### config.mk
export PLATFORM = sky130hd
export DESIGN_NAME = fetch_seq8
export DESIGN_NICKNAME = d
export VERILOG_FILES = /design/src/rtl/core8_pkg.sv /design/src/rtl/pc_reg8.sv /design/src/rtl/fetch_seq8.sv
export SDC_FILE = /design/constraint.sdc
export NUM_CORES = 1
export LEC_CHECK = 0
export BUFFER_PORTS_ARGS = -buffer_cell sky130_fd_sc_hd__buf_2
export CAP_MARGIN = 20
export CELL_PAD_IN_SITES_DETAIL_PLACEMENT = 0
export CELL_PAD_IN_SITES_GLOBAL_PLACEMENT = 2
export CORE_ASPECT_RATIO = 1.25
export CORE_UTILIZATION = 18
export CTS_CLUSTER_SIZE = 30
export DETAILED_ROUTE_END_ITERATION = 6
export PLACE_DENSITY_LB_ADDON = 0.1
export SLEW_MARGIN = 15
export SYNTH_ARGS = -nofsm -noshare
export SYNTH_HDL_FRONTEND = slang
export SYNTH_SLANG_ARGS = --single-unit
### constraint.sdc
create_clock -name clk -period 2.67 [get_ports clk]
set_input_delay 0.801 -clock clk [delete_from_list [all_inputs] [get_ports clk]]
set_output_delay 0.801 -clock clk [all_outputs]
set_load 0.005 [all_outputs]
### src/rtl/core8_pkg.sv
// Shared definitions for the 8-bit core sequencer: FSM state encodings,
// PC update selects and default widths.
package core8_pkg;

  localparam int PCW_DEF  = 8;
  localparam int BR_OFF_W = 8;
  localparam int INST_W   = 16;

  typedef enum logic [1:0] {
    ST_FETCH = 2'b00,
    ST_EXEC  = 2'b01,
    ST_HALT  = 2'b10
  } state_t;

  typedef enum logic [1:0] {
    PC_HOLD = 2'b00,
    PC_INC  = 2'b01,
    PC_REL  = 2'b10
  } pc_sel_t;

endpackage

### src/rtl/pc_reg8.sv
// Program counter register: reset value, hold, +1, or signed relative add.
module pc_reg8
  import core8_pkg::*;
#(
  parameter int             PCW    = PCW_DEF,
  parameter logic [PCW-1:0] RST_PC = '0
) (
  input  logic                clk,
  input  logic                rst,
  input  pc_sel_t             sel,
  input  logic [BR_OFF_W-1:0] off,
  output logic [PCW-1:0]      pc
);

  logic [PCW-1:0] off_ext;

  // Size cast of a signed operand sign-extends; sum wraps modulo 2^PCW.
  assign off_ext = PCW'($signed(off));

  always_ff @(posedge clk) begin
    if (rst) begin
      pc <= RST_PC;
    end else begin
      case (sel)
        PC_INC:  pc <= pc + PCW'(1);
        PC_REL:  pc <= pc + off_ext;
        default: pc <= pc;
      endcase
    end
  end

endmodule

### src/rtl/fetch_seq8.sv
// Handshaked fetch/exec/halt instruction sequencer for the 8-bit core.
// Optional retired-instruction counter enabled by FETCH_SEQ8_ICOUNT_EN.
module fetch_seq8
  import core8_pkg::*;
#(
  parameter int             PCW    = PCW_DEF,
  parameter logic [PCW-1:0] RST_PC = '0
) (
  input  logic                clk,
  input  logic                rst,
  output logic                imem_req,
  output logic [PCW-1:0]      imem_addr,
  input  logic                imem_ack,
  input  logic [INST_W-1:0]   imem_data,
  output logic [INST_W-1:0]   inst,
  output logic                ir_ie,
  output logic                ex_go,
  input  logic                ex_done,
  input  logic                br_taken,
  input  logic [BR_OFF_W-1:0] br_off,
  input  logic                halt,
  output logic                halted,
  output logic [PCW-1:0]      pc,
  output logic [1:0]          state
`ifdef FETCH_SEQ8_ICOUNT_EN
  , output logic [15:0]       icount
`endif
);

  state_t  st;
  pc_sel_t pc_sel;
  logic    retire;

  assign retire = (st == ST_EXEC) && ex_done;

  always_comb begin
    pc_sel = PC_HOLD;
    if (retire) pc_sel = br_taken ? PC_REL : PC_INC;
  end

  pc_reg8 #(.PCW(PCW), .RST_PC(RST_PC)) u_pc (
    .clk (clk),
    .rst (rst),
    .sel (pc_sel),
    .off (br_off),
    .pc  (pc)
  );

  always_ff @(posedge clk) begin
    if (rst) begin
      st <= ST_FETCH;
    end else begin
      case (st)
        ST_FETCH: if (imem_ack) st <= ST_EXEC;
        ST_EXEC:  if (ex_done)  st <= halt ? ST_HALT : ST_FETCH;
        ST_HALT:  if (!halt)    st <= ST_FETCH;
        default:                st <= ST_FETCH;
      endcase
    end
  end

  // Strobes are masked by rst so a mid-fetch or mid-exec reset drives nothing.
  always_comb begin
    imem_req  = !rst && (st == ST_FETCH);
    ir_ie     = !rst && (st == ST_FETCH) && imem_ack;
    ex_go     = !rst && (st == ST_EXEC);
    halted    = (st == ST_HALT);
    imem_addr = pc;
    inst      = imem_data;
    state     = st;
  end

`ifdef FETCH_SEQ8_ICOUNT_EN
  always_ff @(posedge clk) begin
    if (rst)         icount <= '0;
    else if (retire) icount <= icount + 16'd1;
  end
`endif

endmodule

== Word-level counts from Yosys, hierarchy flattened ==
Cells that the tools add are included.

* Multiplexer cells: 8
* Add/sub/neg operators: 2
* Equal/unequal tests: 7
* Reductions and logical operators: 8

{| class="wikitable"
|+ Operators by type and width
! operator !! count
|-
| $pmux 8 s2 || 1
|-
| $mux 2 || 6
|-
| $add 8x1->8 const B || 1
|-
| $add 8x8->8 || 1
|-
| $ne 2x2->1 const B || 3
|-
| $pmux 2 s3 || 1
|-
| $eq 2x1->1 const B || 2
|-
| $eq 2x2->1 const B || 2
|-
| $logic_and 1x1->1 || 4
|-
| $reduce_and 3->1 || 1
|-
| $logic_not 2->1 || 1
|-
| $reduce_bool 2->1 || 1
|-
| $logic_not 1->1 || 1
|}

* Word-level logic and storage cells: 27
* Output and inout bits: 38
* Register bits after elaboration: 10
* Bits of input ports: 30

== Logic depth before layout (Yosys ltp) ==
* Depth in word-level cells: 5
* Gate-level depth with buffers: 12
* Depth with buffers taken out: 11

== By module ==
Synthesis repeated with hierarchy kept, for this count alone.

* Cell total of the unflattened synthesis: 118
* Area, all modules: 929.6 um^2

{| class="wikitable"
|+ Modules (own cells, without submodules)
! module !! sequential area each (um^2) !! cells each !! instances !! area each (um^2)
|-
| pc_reg8 || 160.2 || 79 || 1 || 636.9
|-
| fetch_seq8 || 40.0 || 39 || 1 || 292.8
|}

== Least setup slack after synthesis ==
No wires, ideal clock.

* Path type: input to register
* From: in ex_done
* To: reg u_pc.pc[7]
* Data arrival time: 2512 ps
* Stages on the path: 10
* Setup time: 123 ps
* Path slack: 35 ps
* Required time: 2547 ps
* Path buffers: 1
* Path through: nand2_1 -> nor2_2 -> buf_2 -> and3_1 -> ha_1 -> a21oi_2 -> o21ai_1 -> a21oi_2 -> mux2i_1 -> mux2_1

* Word-level cells in the longest chain between the ends: 4
* Elaborated cells on any way between the ends: 6
* Classes of those cells: eq/ne: 2; mux: 2; reduce/logical: 2

{| class="wikitable"
|+ Ends and longest elaborated chain
! what !! line !! source
|-
| start, declared || fetch_seq8.sv:18 || <nowiki>input logic ex_done,</nowiki>
|-
| $logic_and 1x1->1 * || fetch_seq8.sv:34 || <nowiki>assign retire = (st == ST_EXEC) && ex_done;</nowiki>
|-
| $mux 2 * || fetch_seq8.sv:38 || <nowiki>if (retire) pc_sel = br_taken ? PC_REL : PC_INC;</nowiki>
|-
| $eq 2x2->1 or $eq 2x1->1 (tied branches) || pc_reg8.sv:24 || <nowiki>case (sel)</nowiki>
|-
| $pmux 8 s2 or $reduce_bool 2->1 (tied branches) || -- ||
|-
| end signal, assigned || pc_reg8.sv:25 || <nowiki>PC_INC: pc <= pc + PCW'(1);</nowiki>
|-
| end signal, assigned || pc_reg8.sv:26 || <nowiki>PC_REL: pc <= pc + off_ext;</nowiki>
|-
| end signal, assigned || pc_reg8.sv:27 || <nowiki>default: pc <= pc;</nowiki>
|-
| end, declared || pc_reg8.sv:12 || <nowiki>output logic [PCW-1:0] pc</nowiki>
|}

Every way passes the cells marked *; elsewhere a longest branch is shown, timed or not.
A chain may end at the register's enable or synchronous reset.

== Worst setup path after layout ==
Ends and elaborated chain as after synthesis.

==> key figures <==
STA
  – Worst slew pin tran: 558.0 ps
  – RSZ-0062 raised after global routing: false
  – Fmax: 398.7 MHz
  – Final setup violating endpoints: 0
  – Setup TNS: 0 ps
  – Final worst path period share: 93.95%
  – Minimum clock period: 2508 ps
  – Max_slew headroom: 62.80%
  – Max-slew violations: 0
  – Final clock skew: 0.6555 ps
  – Final hold violations: 0

Clocking
  – H-tree Lvls: 1
  – Clock transition at the registers of the reported paths: 50 ps
  – TritonCTS Buffers: 3
  – Post-CTS setup buffers: 0
  – Max clock buf depth: 2
  – # clock sinks: 10
  – CTS tree: built
  – Worst-Skew Late Latency: 240 ps
  – Post-CTS Resized: 0
  – Root buf cell: clkbuf_8
  – # hold bufs at CTS: 0

Place
  – DPL Wire Length: 1866 um
  – Buffers on Ports: 35
  – RD Place Congestion: 0.6732

Critical path
  – CP cell instances: buf_2 -> nand2_1 -> nor2_2 -> buf_12 -> and3_1 -> ha_1 -> a21oi_2 -> nand2_2 -> a21oi_2 -> mux2i_1 -> mux2_1
  – Delay-heaviest family, CP: multiplexers
  – WP data required: 2790 ps
  – R2r setup slk: 440 ps
  – Crit path max fanout: 16
  – Worst path bufs/invs: 2
  – CP endpoint kind: flip-flop
  – Worst reg2reg endpoint: u_pc.pc[7]
  – Most used cell, CP: a21oi_2
  – Reg-to-Reg Start: state[0]
  – Crit-path slowest cell: ha_1
  – CP Launch Type: input pin
  – Kind of critical path: input pin to flip-flop
  – Worst Reg-to-Reg Cells: 10
  – Delay of the slowest critical-path stage: 330 ps
  – Worst EP arrival: 2630 ps

Synthesis
  – Mean area per synthesized cell: 8.025 um^2
  – Seq cells post-synth: 10
  – Synthesized area: 930.9 um^2
  – Synth Area in Compound Gates: 14.92%
  – Synth Area in Adders: 11.56%
  – Post-Syn Nets: 154
  – Ys flop type: dfxtp_1
  – Post-Synth Simple-Gate Area: 22.98%
  – Syn Inst Count: 116
  – Ys Warns: 0
  – Fraction of synthesized cell area in xor and xnor cells: 2.823%
  – Post-synth EDFFs: 0
  – Async S/R FF share, synth: 0%
  – Post-synthesis sequential area ratio: 21.51%
  – Cell variety after synth: 37
  – Post-synthesis mux area share: 2.285%
  – Largest family of logic cells by synthesized area: buffers and inverters

GRT
  – Initial antenna violation count: 0
  – First-pass GRT wire length: 3601 um
  – Vias in the first global route: 753
  – Pin count of the biggest net entering global routing: 17
  – GR Overflow Total: 0
  – GRT Util Overall: 9.080%

Floorplan
  – Site row count: 28
  – Core Footprint: 4870 um^2
  – Die area: 5465 um^2
  – Initial Util: 19.12%
  – Io pins: 68
  – Chip width: 66.32 um
  – Die Height: 82.40 um

Routing
  – Final WL: 2357 um
  – Routed length per placed instance: 12.03 um
  – Post-DRT Antenna Nets: 0
  – DR vias: 819
  – Pre-antenna DRT Iters: 2
  – Vias/cell: 4.179
  – Initial DRC Count: 23
  – Remaining DRCs: 0

Pwr
  – Overall Power: 388.9 uW
  – PD cells: 350.4 nW/um^2
  – Peak supply drop: 0.1236 mV
  – Leak Pwr: 0.5847 nW

Finish
  – Area grow syn2layout: 19.22%
  – FILL cells: 566
  – N_diodes: 0
  – Nets: 176
  – Share of cells above drive strength 1: 39.71%

Run status
  – Status: finished, final reports clean

Hold path
  – Worst min path class: flip-flop to flip-flop
  – Min-Delay Endpoint: u_pc.pc[2]
  – Worst hold start: u_pc.pc[2]
  – Hold Path Depth: 2

Job
  – Max cap viols: 0
==> registers in the layout, indices dropped and copies added (netlist names) <==
name and cells:
state 2, u_pc.pc 8
==> worst register-to-register path, stage by stage (launching register included) <==
cell and delay (ps):
dfxtp_1 370, nand2_1 100, nor2_2 130, buf_12 150, and3_1 170, ha_1 270, a21oi_2 170, nand2_2 80
a21oi_2 140, mux2i_1 210, mux2_1 330
==> how the worst max path moves through the flow <==
stage                        from         end  slack (ps)  cells past startpoint
final                     ex_done  u_pc.pc[7]         160                     11
after detailed placement  ex_done  u_pc.pc[4]        -200                     13
after global routing      ex_done  u_pc.pc[4]          10                     13
after CTS                 ex_done  u_pc.pc[4]          50                     13
after floorplan           ex_done  u_pc.pc[7]          30                     10
after global placement    ex_done  u_pc.pc[4]        -190                     13
==> cell usage in the layout (no fill, tap or decap), types with 3 or more instances in the layout <==
master,n
nor2_1,3
dfxtp_1,10
buf_2,35
a21oi_2,3
buf_4,8
and3_1,5
clkbuf_8,3
nand2_1,12
nand3_1,4
a21oi_1,4
inv_1,7
ha_1,7
nor2b_1,3
==> area by class of cell <==
class / instances / area (um^2) / share of cell area, %
multi-input combinational: 72 / 511.7 / 46.11
clock buffer: 3 / 41.29 / 3.720
tap: 60 / 75.07 / 6.764
inverter: 7 / 26.28 / 2.368
sequential: 10 / 200.2 / 18.04
timing repair buffer: 44 / 255.2 / 23.00
==> routing by layer <==
metal	up-vias	part of all wire, %	global-route usage [%]
met5	-	0	0
met1	377	46	11.09
li1	411	-	-
met3	6	4.2	2.198
met4	0	1.2	5.106
met2	25	49	14.49
==> cells in the mapped netlist (2+ instances only) <==
cell,n,share of area (%)
and3_1,5,3.4
nand2_1,12,4.8
a21oi_1,4,2.2
nor2_1,3,1.2
nand3_1,4,2.2
o211ai_1,2,1.6
inv_1,7,2.8
nor3b_1,2,1.6
ha_1,7,9.4
o31ai_1,2,1.6
nor3_1,2,1.1
dfxtp_1,10,22
and2_1,2,1.3
xor2_1,2,1.9
buf_4,25,20
nor2b_1,3,2.0
a21oi_2,3,2.8
a31oi_1,2,1.3
==> per-stage QoR <==
stage	area (um^2)	instances	utilization, %	hold slack [ps]	setup slack (ps)
finish	1110	196	22.79	493.8	161.6
global placement	1065	193	21.87	483.0	-190.5
floorplan	930.9	116	-	477.3	34.67
detailed placement	1065	193	21.87	489.8	-195.3
CTS	1106	196	22.71	496.0	51.57
global route	1110	196	22.79	531.6	14.24
==> power breakdown <==
part	leakage [nW]	internal [mW]	switching [mW]
combinational	0.482	0.0316	0.0340
clock	0.0216	0.0994	0.0649
sequential	0.0811	0.154	0.00492
==> cells by family after synthesis <==
kind of cell | count (synthesis)
AOI/OAI and AO/OA | 20
and+or+nand+nor | 39
buffers and inverters | 34
adders and majority gates | 8
muxes | 2
DFF | 10
xor gates and xnor gates | 3
No activity file was read; power rests on OpenSTA's default activity.
